$ cat config.mk
export PLATFORM = sky130hd
export DESIGN_NAME = fc_layer_link
export DESIGN_NICKNAME = d
export VERILOG_FILES = /design/src/rtl/fc_layer_link.sv
export SDC_FILE = /design/constraint.sdc
export NUM_CORES = 1
export LEC_CHECK = 0
export ABC_AREA = 1
export CAP_MARGIN = 10
export CELL_PAD_IN_SITES_DETAIL_PLACEMENT = 1
export CELL_PAD_IN_SITES_GLOBAL_PLACEMENT = 1
export CORE_MARGIN = 3
export CORE_UTILIZATION = 38
export DETAILED_ROUTE_END_ITERATION = 7
export PLACE_DENSITY_LB_ADDON = 0.25
export SETUP_SLACK_MARGIN = 0.15
export SYNTH_ARGS = -nofsm -noshare
export SYNTH_HDL_FRONTEND = slang
export SYNTH_SLANG_ARGS = --single-unit
export TNS_END_PERCENT = 30
$ cat constraint.sdc
create_clock -name clk -period 2.2 [get_ports clk]
set_input_delay 0.44 -clock clk [delete_from_list [all_inputs] [get_ports clk]]
set_output_delay 0.44 -clock clk [all_outputs]
set_load 0.05 [all_outputs]
$ cat src/rtl/fc_layer_link.sv
// Link between two fc_layer stages: takes layer N's post-activation stream,
// applies optional ReLU plus signed saturation, buffers it in a skid FIFO and
// writes it into layer N+1's input buffer, then pulses that layer's start.
module fc_layer_link #(
  parameter int unsigned layer_size    = 784,
  parameter int unsigned in_width      = 8,
  parameter int unsigned datatype_size = 8,
  parameter int unsigned fifo_depth    = 4,
  parameter bit          relu_en       = 1'b1
) (
  input  logic                          clk,
  input  logic                          rst,
  input  logic                          i_func_valid,
  input  logic [in_width-1:0]           i_func_data,
  output logic                          o_next_busy,
  output logic                          o_ibuf_we,
  output logic [datatype_size-1:0]      o_ibuf_wr_data,
  output logic [$clog2(layer_size)-1:0] o_ibuf_addr,
  output logic                          o_start,
  input  logic                          i_busy,
  output logic                          o_overflow
);

  localparam int unsigned addr_w = $clog2(layer_size);
  localparam int unsigned ptr_w  = $clog2(fifo_depth);
  localparam int unsigned cnt_w  = ptr_w + 1;

  typedef enum logic [1:0] {StFill, StStart, StAck} state_e;

  state_e                   state_q, state_d;
  logic [datatype_size-1:0] fifo_mem [fifo_depth];
  logic [ptr_w-1:0]         wr_ptr_q, rd_ptr_q;
  logic [cnt_w-1:0]         count_q, count_d;
  logic [addr_w-1:0]        counter_q;

  logic                       fifo_empty, fifo_full, push, pop, last_word;
  logic signed [in_width-1:0] relu_val;
  logic [datatype_size-1:0]   conv_val;

  // ReLU on the raw upstream word
  always_comb begin
    relu_val = i_func_data;
    if (relu_en && i_func_data[in_width-1]) relu_val = '0;
  end

  if (in_width > datatype_size) begin : g_sat
    localparam logic signed [in_width-1:0] sat_max =
      signed'(in_width'((1 << (datatype_size - 1)) - 1));
    // Bitwise inverse of 0..0111 is 1..1000, i.e. the most negative output value
    localparam logic signed [in_width-1:0] sat_min = ~sat_max;

    // Signed clamp into the narrower ibuf word
    always_comb begin
      if (relu_val > sat_max)      conv_val = sat_max[datatype_size-1:0];
      else if (relu_val < sat_min) conv_val = sat_min[datatype_size-1:0];
      else                         conv_val = relu_val[datatype_size-1:0];
    end
  end else begin : g_ext
    // Sign-extend into an equal or wider ibuf word
    always_comb conv_val = datatype_size'(relu_val);
  end

  // FIFO flags, handshake decode and FSM next state
  always_comb begin
    fifo_empty = (count_q == '0);
    fifo_full  = (count_q == cnt_w'(fifo_depth));
    pop        = (state_q == StFill) && !fifo_empty && !i_busy;
    // A push into a full FIFO still lands when a pop frees a slot this cycle
    push       = i_func_valid && (!fifo_full || pop);
    last_word  = (counter_q == addr_w'(layer_size - 1));
    count_d    = count_q + cnt_w'(push) - cnt_w'(pop);

    state_d = state_q;
    case (state_q)
      StFill:  if (pop && last_word) state_d = StStart;
      StStart: state_d = StAck;
      StAck:   if (i_busy) state_d = StFill;
      default: state_d = StFill;
    endcase
  end

  // FIFO storage; pointers reset elsewhere, so contents need no reset
  always_ff @(posedge clk) begin
    if (!rst && push) fifo_mem[wr_ptr_q] <= conv_val;
  end

  // FSM, FIFO pointers and all registered outputs
  always_ff @(posedge clk) begin
    if (rst) begin
      state_q        <= StFill;
      count_q        <= '0;
      wr_ptr_q       <= '0;
      rd_ptr_q       <= '0;
      counter_q      <= '0;
      o_ibuf_we      <= 1'b0;
      o_ibuf_wr_data <= '0;
      o_ibuf_addr    <= '0;
      o_start        <= 1'b0;
      o_overflow     <= 1'b0;
      o_next_busy    <= 1'b1;
    end else begin
      state_q     <= state_d;
      count_q     <= count_d;
      // Throttle one slot early so the word already in flight still fits
      o_next_busy <= (count_d >= cnt_w'(fifo_depth - 1)) || (state_d != StFill);
      o_ibuf_we   <= pop;
      o_start     <= (state_q == StStart);
      if (push) wr_ptr_q <= wr_ptr_q + ptr_w'(1);
      if (pop) begin
        rd_ptr_q       <= rd_ptr_q + ptr_w'(1);
        o_ibuf_wr_data <= fifo_mem[rd_ptr_q];
        o_ibuf_addr    <= counter_q;
        counter_q      <= last_word ? '0 : counter_q + addr_w'(1);
      end
      if (i_func_valid && fifo_full && !pop) o_overflow <= 1'b1;
    end
  end

endmodule

==> After elaboration in Yosys (flattened, before gate mapping) <==
Memory sizes are Yosys's and may differ from the RTL's. A register that Yosys moved wholly into a read port is not among the register bits.
Index checks and enable logic that the tools add are counted.
{ "classes": {"muxes": 7, "n_reduce_logical": 17, "n_eq_ne": 4, "addsub": 5, "order_cmp": 1} }
{ "op_table": {"columns": ["cell", "count"], "rows": [
  ["$add 10x1->10 const B", 1],
  ["$eq 10x10->1 const B", 1],
  ["$mux 10", 1],
  ["$logic_and 1x1->1", 7],
  ["$mux 7", 1],
  ["$pmux 2 s3", 1],
  ["$logic_not 1->1", 5],
  ["$add 2x1->2 const B", 2],
  ["$mux 2", 2],
  ["$add 3x1->3", 1],
  ["$eq 3x3->1 const B", 1],
  ["$ge 3x2->1 const B", 1],
  ["$logic_not 3->1", 1],
  ["$sub 3x1->3", 1],
  ["$eq 2x1->1 const B", 1],
  ["$eq 2x2->1 const B", 1],
  ["$logic_not 2->1", 1],
  ["$logic_or 1x1->1", 2],
  ["$mux 1", 2],
  ["$reduce_bool 2->1", 1]
]} }
{ "totals": {"input_bits": 12, "n_memories": 1, "regBits": 41, "out_inout_bits": 22, "mem_bits_rw": 28} }
{ "memory_table": {"columns": ["name", "words", "word_bits", "read_ports", "rd_ports_with_merged_regs", "write_ports", "line", "rtl"], "rows": [
  ["fifo_mem", 4, 7, 1, 1, 1, "31", "logic [datatype_size-1:0] fifo_mem [fifo_depth];"]
]} }

==> Longest topological paths before layout <==
{ "depth": {"depth_word": 10, "ltp_mapped": 14} }

==> Worst setup path after synthesis <==
Ideal clock, no wire load.
{ "synth_path": {"path_type": "in2reg", "startpoint": "in i_busy", "endpoint": "reg o_next_busy", "path_stages": 14, "required_time_ns": 2.078, "arrival_ns": 2.251, "path_buffers": 0, "slack_ns": -0.173, "path_cell_list": "inv_1 -> nand2_2 -> nor2_4 -> nand2_4 -> a21boi_2 -> inv_1 -> ha_1 -> inv_1 -> ha_1 -> fa_1 -> xnor2_1 -> xor2_1 -> inv_1 -> nand3_1"} }
{ "synth_between": {"elab_chain_len": 8, "elab_cells_between_ends": 13, "classes_between": "add/sub: 2; order compare: 1; mux: 3; reduce/logical: 7"} }
{ "synth_lines": {"columns": ["element", "line", "rtl"], "rows": [
  ["from (decl)", "20", "input logic i_busy,"],
  ["$logic_not 1->1", "67", "pop = (state_q == StFill) && !fifo_empty && !i_busy;"],
  ["$logic_and 1x1->1", "67", null],
  ["$logic_or 1x1->1", "69", "push = i_func_valid && (!fifo_full || pop);"],
  ["$logic_and 1x1->1", "69", null],
  ["$add 3x1->3", "71", "count_d = count_q + cnt_w'(push) - cnt_w'(pop);"],
  ["$sub 3x1->3", "71", null],
  ["$ge 3x2->1", "105", "o_next_busy <= (count_d >= cnt_w'(fifo_depth - 1)) || (state_d != StFill);"],
  ["$logic_or 1x1->1 *", "105", null],
  ["to (signal assigned)", "105", null],
  ["to (decl)", "15", "output logic o_next_busy,"]
]} }
Every way passes the cells marked *; elsewhere a longest branch is shown, timed or not.
A chain may end at the register's enable or synchronous reset.

==> Worst setup path in the final report <==
{ "layout_path": {"startpoint": "reg state_q[0]", "endpoint": "reg o_next_busy"} }
{ "layout_between": {"elab_chain_len": 9, "elab_cells_between_ends": 16, "classes_between": "add/sub: 2; order compare: 1; eq/ne: 2; mux: 3; reduce/logical: 8"} }
{ "layout_lines": {"columns": ["element", "line", "rtl"], "rows": [
  ["from (decl)", "30", "state_e state_q, state_d;"],
  ["from (signal assigned)", "90", "state_q <= StFill;"],
  ["from (signal assigned)", "102", "state_q <= state_d;"],
  ["$logic_not 2->1", "67, 74", null],
  ["$logic_and 1x1->1 (2 in a row)", "67", null],
  ["$logic_or 1x1->1", "69", null],
  ["$logic_and 1x1->1", "69", null],
  ["$add 3x1->3", "71", null],
  ["$sub 3x1->3", "71", null],
  ["$ge 3x2->1", "105", null],
  ["$logic_or 1x1->1 *", "105", null]
]} }
Marked as above.

==> impl_results.md <==
* RSZ-0062 raised after global routing: yes
* Startpoint types: flip-flop
* Asr flop ratio synth at 0
* Period minus WS final at 2.23 ns
* Final Hold Slack at 0.460 ns
* Slew HR at 0.661
* Hold Vio Cnt, Final at 0
* Diode count at 0
* Buf+Inv Stages, Crit Path at 4
* CTS tree: built
* Status: finished, violations left
* Syn-to-layout area delta at 23.8%
* Post-synth EDFFs at 28
* Post-synth cell types at 36
* Hpwl dp at 4.62 mm
* Total global routing overflow at 0
* Yosys top cell area share at 0.288
* Initial Util at 0.396
* Vias post-DR at 2245
* Cell family with most CP delay: adder cells
* Area leader, netlist: edfxtp_1
* Synth warn at 0
* FMAX at 0.449 GHz
* WP data required at 2.42 ns
* Leak at 1.42 nW
* CP Cell Sequence: inv_2, nand2_4, nor2_4, nand2_4, a21boi_2, inv_1, ha_1, inv_1, ha_2, fa_2, xnor2_2, xor2_1, inv_1, nand3_1
* Die ar. at 8770 sq um
* WL final at 6.59 mm
* PortBufs at 32
* Root buf cell: clkbuf_8
* Failing checks: setup timing
* P per Cell Area at 1070 nW/um^2
* Post-Syn Nets at 341
* H-tree depth at 3
* Layout cells sized above 1 at 0.164
* Post-synth top cells: 71 x nor2_1, 40 x dfxtp_1, 35 x inv_1
* Top-level I/O count at 34
* Final Wtd Congestion at 0.778
* Post-DP Area at 3430 sq um
* Vert. Die Dim at 93.7 um
* Largest net degree at the start of global routing at 33
* Syn Inst Count at 321
* Final Slew Violations at 0
* Die span in x at 93.7 um
* Pre-CTS setup slack at -0.751 ns
* Max-Cap Viols at 0
* Final setup viols at 2
* Wire length per cell at 13.8 um
* Most used cell, CP: inv_1
* Synth Cell Area at 2920 sq um
* Register bit total from synthesis at 68
* Critical path capture point type: flip-flop
* CP max FO at 3
* Syn avg cell area at 9.10 sq um
* Final Util at 0.490
* Tot GR Track Use at 0.163
* Clk_skew at 0.00423 ns
* Core footprint at 7370 sq um
* Row Count at 31
* Actual slew at the worst max-slew pin at 0.507 ns
* Finished Cell Area at 3610 sq um
* Worst min-delay path category: flip-flop to flip-flop
* Vias in the first global route at 2378
* DRC viols at 0
* First-pass GRT wire length at 10.9 mm
* Avg Vias per Cell at 4.72
* CTS clk-pin slew, worst paths at 0.06 ns
* Sequential share of the synthesized area at 0.562
* Antenna Nets Post-Route at 0
* Initial antenna violation count at 0
* Critical-path cell with the highest stage delay: fa_2
* Count leader, synth: nor2_1
* Prevailing post-synth register cell: dfxtp_1
* CP peak stage delay at 0.35 ns
* Critical path class: flip-flop to flip-flop
* Fin crit share at 1.01
* TritonCTS Buffers at 9
* CTS max path bufs at 2
* Worst EP arrival at 2.45 ns
* Drt pass-1 iters at 4
* Hold-fix buffers at CTS at 0
* Worst Setup Slack, final at -0.0271 ns
* Iteration-0 DRC Markers at 63
* Final net count at 392
* Ranking of synthesized cells by area: edfxtp_1 29%, dfxtp_1 27%, nor2_1 9.1%, inv_1 4.5%, nand2_1 4.0%
* Clock latency at the later pin of the worst-skew pair at 0.33 ns
* Peak VDD IR at 0.451 mV
* Clock sink count at 68
## worst min-delay path: cells and delay by family (launching register included)
family | cells | cell delay [ns]
DFF | 1 | 0.31
and+or+nand+nor | 1 | 0.06
AOI/OAI and AO/OA | 1 | 0.05
## flip-flops by register name, indices dropped and copies added (netlist names)
name            flops
o_ibuf_we           1
o_ibuf_addr        10
o_start             1
o_ibuf_wr_data      7
count_q             3
o_next_busy         1
counter_q          10
o_overflow          1
wr_ptr_q            2
rd_ptr_q            2
fifo_mem           28
state_q             2
## cell families (layout without fill, tap and decap cells)
kind of cell / after synthesis / in the layout / synth area share
AO/OA/AOI/OAI: 58 / 58 / 0.113
XOR/XNOR: 3 / 3 / 0.00900
adder cells (fa/ha/maj): 8 / 8 / 0.0368
buffers and inverters: 51 / 107 / 0.0784
flip-flops: 68 / 68 / 0.562
other: 1 / 1 / 0.00128
AND/OR/NAND/NOR: 132 / 132 / 0.199
## metrics by stage
step	power, mW	std cells	TNS (ns)
after global routing	4.12	476	-0.256
after floorplan	2.62	321	-0.200
after detailed placement	3.06	455	-6.14
final	3.86	476	-0.0361
after global placement	3.01	455	-4.89
after CTS	3.92	474	-0.0344
## area by class of cell
| cell class | instances | area (sq um) |
|---|---|---|
| clock buffer | 12 | 135 |
| inverter | 39 | 161 |
| timing repair buffer | 52 | 465 |
| fill | 859 | 3750 |
| tap | 99 | 124 |
| multi-input combinational | 202 | 1070 |
| sequential | 68 | 1640 |
| clock inverter | 4 | 18.8 |
## metal layers
metal | wire [um] | global-route usage
met2 | 3630 | 0.313
met4 | 77 | 0.0469
met3 | 184 | 0.0529
met5 | 0 | 0
met1 | 2700 | 0.166
## final timing paths
check / from / to / slack [ns] / cells past startpoint
max: state_q[0] / o_next_busy / -0.03 / 14
min: o_ibuf_addr[8] / o_ibuf_addr[8] / 0.46 / 2
max reg2reg: state_q[0] / o_next_busy / -0.03 / 14
min reg2reg: o_ibuf_addr[8] / o_ibuf_addr[8] / 0.46 / 2
## what timing repair did
| item | in CTS | in global routing |
|---|---|---|
| pin swaps | 5 | 3 |
| setup endpoints to repair | 3 | 3 |
| resized for setup | 5 | 0 |
| setup buffers | 3 | 2 |
## power by group
group | leakage [nW] | switching [mW] | total [mW] | internal [mW]
Sequential | 0.586 | 0.102 | 1.59 | 1.49
Clock | 0.0816 | 0.434 | 0.834 | 0.400
Combinational | 0.751 | 0.926 | 1.43 | 0.507
## layout by cell type (no fill, tap or decap), types with 2 or more instances in the layout
cell,instances
xor2_1,2
buf_4,20
edfxtp_1,28
nand2_1,31
nor3_1,3
nor2_2,2
o22ai_1,7
clkinv_2,3
a21oi_2,3
nor2_4,2
o21ai_0,22
nand2_4,2
inv_2,3
or2_2,2
o21ai_1,9
nand3_1,10
nand2_2,4
dfxtp_1,39
a21oi_1,13
clkbuf_8,9
clkbuf_1,3
nand3b_1,2
nor2_1,71
inv_1,34
clkdlybuf4s50_1,31
ha_1,6
(Power assumes the default switching activity.)
